### config.mk
export PLATFORM = sky130hd
export DESIGN_NAME = imem_fetch_arbiter
export DESIGN_NICKNAME = d
export VERILOG_FILES = /design/src/rtl/imem_fetch_arbiter.sv
export SDC_FILE = /design/constraint.sdc
export NUM_CORES = 1
export LEC_CHECK = 0
export BUFFER_PORTS_ARGS = -buffer_cell sky130_fd_sc_hd__buf_2
export CAP_MARGIN = 15
export CORE_AREA = 2 2 187 189
export CTS_CLUSTER_SIZE = 12
export DETAILED_ROUTE_END_ITERATION = 8
export DIE_AREA = 0 0 189 191
export PLACE_DENSITY_LB_ADDON = 0.3
export SYNTH_ARGS = -nofsm -noshare
export SYNTH_HDL_FRONTEND = slang
export SYNTH_SLANG_ARGS = --single-unit
### constraint.sdc
create_clock -name clk -period 2.85 [get_ports clk]
set_clock_uncertainty 0.15 [all_clocks]
set_input_delay 0.57 -clock clk [delete_from_list [all_inputs] [get_ports clk]]
set_output_delay 0.57 -clock clk [all_outputs]
set_load 0.005 [all_outputs]
### src/rtl/imem_fetch_arbiter.sv
// ---------------------------------------------------------------------------
// imem_fetch_arbiter
//
// Shares the instruction memory between the CPU fetch stage and the debug
// program loader. The loader has priority: once a burst starts, fetch is
// stalled until the burst ends (last beat or idle timeout). Fetch responses
// are registered with one cycle of latency, and misaligned fetches return NOP
// with an error flag.
//
// Ports:
//   clk, rst                 clock, synchronous active-high reset
//   fetch_req/addr/ready     fetch request handshake
//   fetch_valid/instr/next_instr/err
//                            registered fetch response (valid is a pulse)
//   load_valid/ready/addr/instr/last
//                            loader beat handshake
//   load_busy/err/count      loader status (err and count cover the current
//                            or most recent burst)
//   imem_addr                memory read address
//   imem_instruction/imem_next_instruction
//                            memory read data (word at addr and addr+4)
//   imem_dbg_wr_en/addr/instr
//                            memory debug write port
// ---------------------------------------------------------------------------
module imem_fetch_arbiter #(
    parameter int          XLEN    = 64,
    parameter int          TIMEOUT = 256,
    parameter logic [31:0] NOP     = 32'h00000013
) (
    input  logic            clk,
    input  logic            rst,

    input  logic            fetch_req,
    input  logic [XLEN-1:0] fetch_addr,
    output logic            fetch_ready,
    output logic            fetch_valid,
    output logic [31:0]     fetch_instr,
    output logic [31:0]     fetch_next_instr,
    output logic            fetch_err,

    input  logic            load_valid,
    output logic            load_ready,
    input  logic [XLEN-1:0] load_addr,
    input  logic [31:0]     load_instr,
    input  logic            load_last,
    output logic            load_busy,
    output logic            load_err,
    output logic [15:0]     load_count,

    output logic [XLEN-1:0] imem_addr,
    input  logic [31:0]     imem_instruction,
    input  logic [31:0]     imem_next_instruction,
    output logic            imem_dbg_wr_en,
    output logic [XLEN-1:0] imem_dbg_addr,
    output logic [31:0]     imem_dbg_instr
);

    typedef enum logic {
        IDLE = 1'b0,
        LOAD = 1'b1
    } state_t;

    // Wide enough to hold TIMEOUT itself.
    localparam int TW = $clog2(TIMEOUT + 1);

    state_t            state;
    state_t            state_nxt;
    logic [TW-1:0]     timeout_cnt;
    logic [XLEN-1:0]   last_addr;

    logic              fetch_accept;
    logic              beat_accept;
    logic              beat_aligned;
    logic              timeout_hit;
    logic              burst_start;
    logic              timeout_abort;

    // -----------------------------------------------------------------------
    // Handshakes and the memory-facing muxes
    // -----------------------------------------------------------------------
    always_comb begin
        fetch_ready    = !rst && (state == IDLE) && !load_valid;
        load_ready     = !rst && (state == LOAD);
        load_busy      = (state == LOAD);

        fetch_accept   = fetch_req && fetch_ready;
        beat_accept    = load_valid && load_ready;
        beat_aligned   = (load_addr[1:0] == 2'b00);

        // Misaligned beats are accepted but never written.
        imem_dbg_wr_en = beat_accept && beat_aligned;
        imem_dbg_addr  = load_addr;
        imem_dbg_instr = load_instr;

        // The memory sees the new address in the accept cycle so the
        // response can be registered on the following edge.
        imem_addr      = fetch_accept ? fetch_addr : last_addr;

        // The abort fires on the edge where the idle count would reach
        // TIMEOUT; a beat arriving in that cycle is still accepted.
        timeout_hit    = (state == LOAD) && (timeout_cnt == TW'(TIMEOUT - 1));
    end

    // -----------------------------------------------------------------------
    // FSM
    // -----------------------------------------------------------------------
    // NOTE: sequential state uses non-blocking assignments so every register
    // samples the pre-edge values of the others, independent of block order.
    always_ff @(posedge clk) begin
        if (rst) state <= IDLE;
        else     state <= state_nxt;
    end

    // NOTE: every output of this block is given a default before the case so
    // no path leaves a signal unassigned, which would infer a latch.
    always_comb begin
        state_nxt     = state;
        burst_start   = 1'b0;
        timeout_abort = 1'b0;
        case (state)
            IDLE: begin
                if (load_valid) begin
                    state_nxt   = LOAD;
                    burst_start = 1'b1;
                end
            end
            LOAD: begin
                if (beat_accept && load_last) begin
                    // A last beat in the timeout cycle is a normal end.
                    state_nxt = IDLE;
                end else if (timeout_hit) begin
                    state_nxt     = IDLE;
                    timeout_abort = 1'b1;
                end
            end
            default: state_nxt = IDLE;
        endcase
    end

    // -----------------------------------------------------------------------
    // Loader status and idle timeout
    // -----------------------------------------------------------------------
    always_ff @(posedge clk) begin
        if (rst) begin
            timeout_cnt <= '0;
            load_err    <= 1'b0;
            load_count  <= 16'd0;
        end else if (burst_start) begin
            timeout_cnt <= '0;
            load_err    <= 1'b0;
            load_count  <= 16'd0;
        end else if (state == LOAD) begin
            timeout_cnt <= load_valid ? '0 : timeout_cnt + 1'b1;
            if ((beat_accept && !beat_aligned) || timeout_abort)
                load_err <= 1'b1;
            if (imem_dbg_wr_en && (load_count != 16'hFFFF))
                load_count <= load_count + 16'd1;
        end
    end

    // -----------------------------------------------------------------------
    // Fetch response register
    // -----------------------------------------------------------------------
    always_ff @(posedge clk) begin
        if (rst) begin
            fetch_valid      <= 1'b0;
            fetch_err        <= 1'b0;
            fetch_instr      <= 32'd0;
            fetch_next_instr <= 32'd0;
            last_addr        <= '0;
        end else begin
            fetch_valid <= fetch_accept;
            // Data and error hold between responses.
            if (fetch_accept) begin
                last_addr <= fetch_addr;
                if (fetch_addr[1:0] != 2'b00) begin
                    fetch_err        <= 1'b1;
                    fetch_instr      <= NOP;
                    fetch_next_instr <= NOP;
                end else begin
                    fetch_err        <= 1'b0;
                    fetch_instr      <= imem_instruction;
                    fetch_next_instr <= imem_next_instruction;
                end
            end
        end
    end

endmodule

Yosys cells after proc, flatten, opt, wreduce, memory -nomap -nowiden
Cells that the tools add are included.

Output and inout bits: 247. Bits in registers: 157. Input bits: 229. Word-level logic and storage cells: 46.

Muxes and demuxes: 13. Equality and inequality tests: 2. Bitwise gates (word level): 1. $add $sub $neg: 2. Reductions and logical operators: 19.

Operators with widths (count): $mux 32 (2); $mux 64 (1); $add 16x1->16 const B (1); $ne 16x16->1 const B (1); $logic_and 1x1->1 (10); $add 9x1->9 const B (1); $eq 9x8->1 const B (1); $mux 9 (1); $mux 1 (8); $reduce_and 2->1 (2); $logic_not 1->1 (3); $logic_not 2->1 (1); $pmux 1 s2 (1); $reduce_bool 2->1 (1); $reduce_or 2->1 (1); $logic_or 1x1->1 (1); $not 1->1 (1).

Logic depth before layout (Yosys ltp)
Depth after elaboration: 8. Gate-level depth with buffers: 8. Depth with buffers taken out: 7.

Least setup slack after synthesis
No wires, ideal clock.

Path type: in2out. From: input rst. To: output imem_addr[58]. Arrival time: 1919 ps. Stages on the path: 6. Path buffers: 4. Data required time: 2130 ps. Path slack: 211 ps. Path through: buf_2 -> or4b_1 -> buf_2 -> buf_6 -> buf_6 -> mux2_4.

Longest elaborated chain between the ends: 5.

RTL lines: start: declaration (line 31) `input logic rst,`; $logic_not 1->1 (line 82) `fetch_ready = !rst && (state == IDLE) && !load_valid;`; $logic_and 1x1->1 (2 in a row) (line 82); $logic_and 1x1->1 (line 86) `fetch_accept = fetch_req && fetch_ready;`; $mux 64; end: declaration (line 50) `output logic [XLEN-1:0] imem_addr,`.

Every way passes these cells.

Worst setup path after layout
From: register state (netlist: load_busy). To: output imem_addr[60].

Longest elaborated chain between the ends: 5.

RTL lines: start: declaration (line 66) `state_t state;`; start signal: assignment (line 111) `else state <= state_nxt;`; $not 1->1; $logic_and 1x1->1 (2 in a row) (line 82); $logic_and 1x1->1 (line 86); $mux 64.

Every way passes these cells.

==> flow_summary.toml <==
[min_path]
hold_start = "imem_next_instruction[10]"
hold_class = "in2reg"
hold_path_end = "fetch_next_instr[10]$_SDFFE_PP0P_"
hold_depth = 3

[power_and_ir_drop]
ir_drop_mv = 0.390
p_leak_nw = 3.93
powerDensity_nw_per_um2 = 584
p_total_mw = 5.05

[floorplan]
io-pin-count = 476
die_w_microns = 189
initial_core_util = 0.198
dieArea_sq_um = 36100
core_sq_um = 34100
rows = 68
die_h_microns = 191

[critical_path]
timing.critical_path.cells = "or4b_4 -> buf_12 -> mux2_4 -> buf_2"
path_buf_inv = 2
endpoint_kind = "output pin"
r2r_start = "load_busy$_SDFF_PP0_"
cp-startpoint = "load_busy$_SDFF_PP0_"
worst-r2r-cell-count = 5
critPathLaunchType = "flip-flop"
r2r_setup_slack_ps = 720
critPathKind = "reg2out"
crit_arrival_ps = 2020
crit_family = "simple AND/OR/NAND/NOR gates"
crit_slowest_cell = "or4b_4"
crit_path_max_incr_delay_ps = 590
reg2reg_to = "load_count[13]$_SDFFE_PP0P_"
cp_max_fo = 35
crit_required_ps = 2130

[clock_network]
cts_max_level = 4
cts_tree = "yes"
cts_sinks = 157
clock_path_buffers = 2
cts.clk_slew.worst_paths_ps = 80
clock-root-buffer = "clkbuf_16"
numCtsBuffers = 17
ctsResizeCount = 0
holdBufCountCts = 0
worstSkewPairLatency_ps = 430
post_cts.repair.setup_buffers = 0

[synth]
syn_area_sq_um = 6770
synth-edff-count = 0
ys_types = 45
async_flop_share = 0
yosysSeqAreaShare = 0.464
avgSynthCellArea_sq_um = 9.77
syn_inst = 693
yosysWarningCount = 0
synth_seq_cells = 157
syn_nets = 925
synth_ff_type = "dfxtp_1"

[timing]
tns_ps = 0
worstMarginPinSlew_ps = 881
period_share = 0.963
maxSlewHeadroom = 0.412
setup_viol = 0
period_needed_ps = 2740
rsz0062_at_grt = "false"
max_freq_mhz = 364
hold_viol_final = 0
slew_violations = 0
fin_hold_ws_ps = 208

[global_route]
grt_pass1_wl_microns = 28700
grt-ovfl-total = 0
grt_pass1_vias = 5268
antenna_found_initial = 1
grt_max_degree = 80
track_usage = 0.104

[placement]
io_buffer_count = 287
hpwlAfterDp_microns = 13900
dpl.cell_count = 1313
gp_congestion = 0.744
place_area_sq_um = 8010

[drt]
avgViaCountPerCell = 4.03
wl_per_cell_microns = 14.3
drc = 0
ant_nets = 0
totalWireLength_microns = 19200
dr.pass1.iters = 4
drt_iter0_drc = 147
vias = 5427

[layout]
stdcell_count = 1346
drive_above_1_share = 0.452
final_cell_mix = "286 x buf_2, 157 x dfxtp_1, 87 x nor2_1"
area_delta_synth_final_pct = 27.6
final_nets = 1109
final_common_cell = "buf_2"
fill_cells = 3739
fin_area_sq_um = 8640

[flow_run]
maxCapViolCount = 0

[status]
status = "completed"
## power by group
| group | switching (mW) | internal, mW |
|---|---|---|
| sequential | 0.0139 | 2.24 |
| combinational | 0.186 | 0.197 |
| clock | 1.07 | 1.34 |
## synthesized netlist by cell type (all sizes together) (5+ instances only)
master | count | area, sq um
nand4 | 8 | 50.1
o21ai | 5 | 25.0
a22oi | 58 | 435
dfxtp | 157 | 3140
mux2 | 64 | 736
or3 | 6 | 43.8
clkbuf | 17 | 63.8
or4 | 9 | 67.6
buf | 118 | 847
nor2 | 87 | 327
nor3 | 8 | 45.0
nor2b | 64 | 400
a21oi | 14 | 70.1
mux2i | 7 | 70.1
nand3 | 9 | 45.0
nand2 | 17 | 63.8
o31ai | 7 | 52.6
## stage by stage
stage               setup WS [ps]   util
CTS                          48.3  0.253
floorplan                     211      -
detailed placement            176  0.235
global route                 14.6  0.253
finish                        105  0.253
global placement              169  0.235
## final cells by class
| class | count | area, sq um | area share |
|---|---|---|---|
| Antenna cell | 1 | 2.50 | 0.000290 |
| Clock buffer | 17 | 425 | 0.0492 |
| Timing Repair Buffer | 300 | 1570 | 0.182 |
| Inverter | 5 | 18.8 | 0.00217 |
| Sequential cell | 157 | 3140 | 0.364 |
| Multi-Input combinational cell | 396 | 2710 | 0.314 |
| Clock inverter | 15 | 196 | 0.0227 |
| Tap cell | 455 | 569 | 0.0659 |
## flip-flops by register name, indices dropped and copies added, names as in the netlist
register / flops
load_busy: 1
timeout_cnt: 9
fetch_instr: 32
fetch_valid: 1
load_count: 16
last_addr: 64
fetch_next_instr: 32
fetch_err: 1
load_err: 1
## tightest hold or removal path, cell delays in order
cell	delay (ps)
buf_2	70
a22oi_1	50
nor2_1	70
## cells by family after synthesis
logic type,Yosys count,share of synthesized area
DFF,157,0.464
xor gates and xnor gates,5,0.00647
and+or+nand+nor,227,0.174
adders and majority gates,3,0.00554
muxes,71,0.119
AOI/OAI and AO/OA,90,0.0935
buffers and inverters,140,0.137
## how the worst max path moves through the flow
stage	end	slack (ps)	cells past startpoint
3_5_place_dp	imem_addr[0]	180	5
5_1_grt	imem_addr[0]	10	4
2_1_floorplan	imem_addr[58]	210	6
4_1_cts	imem_addr[0]	50	4
3_3_place_gp	imem_addr[6]	170	5
6_report	imem_addr[60]	110	4
## layer usage
metal  vias up  routed length [microns]  track usage
li1       2668                        -            -
met1      2491                     7680        0.114
met2       216                     9300        0.172
met3        50                     1680       0.0441
met4         2                      535       0.0496
met5         -                       12            0
Note: power is estimated with default switching activity, not from simulation.
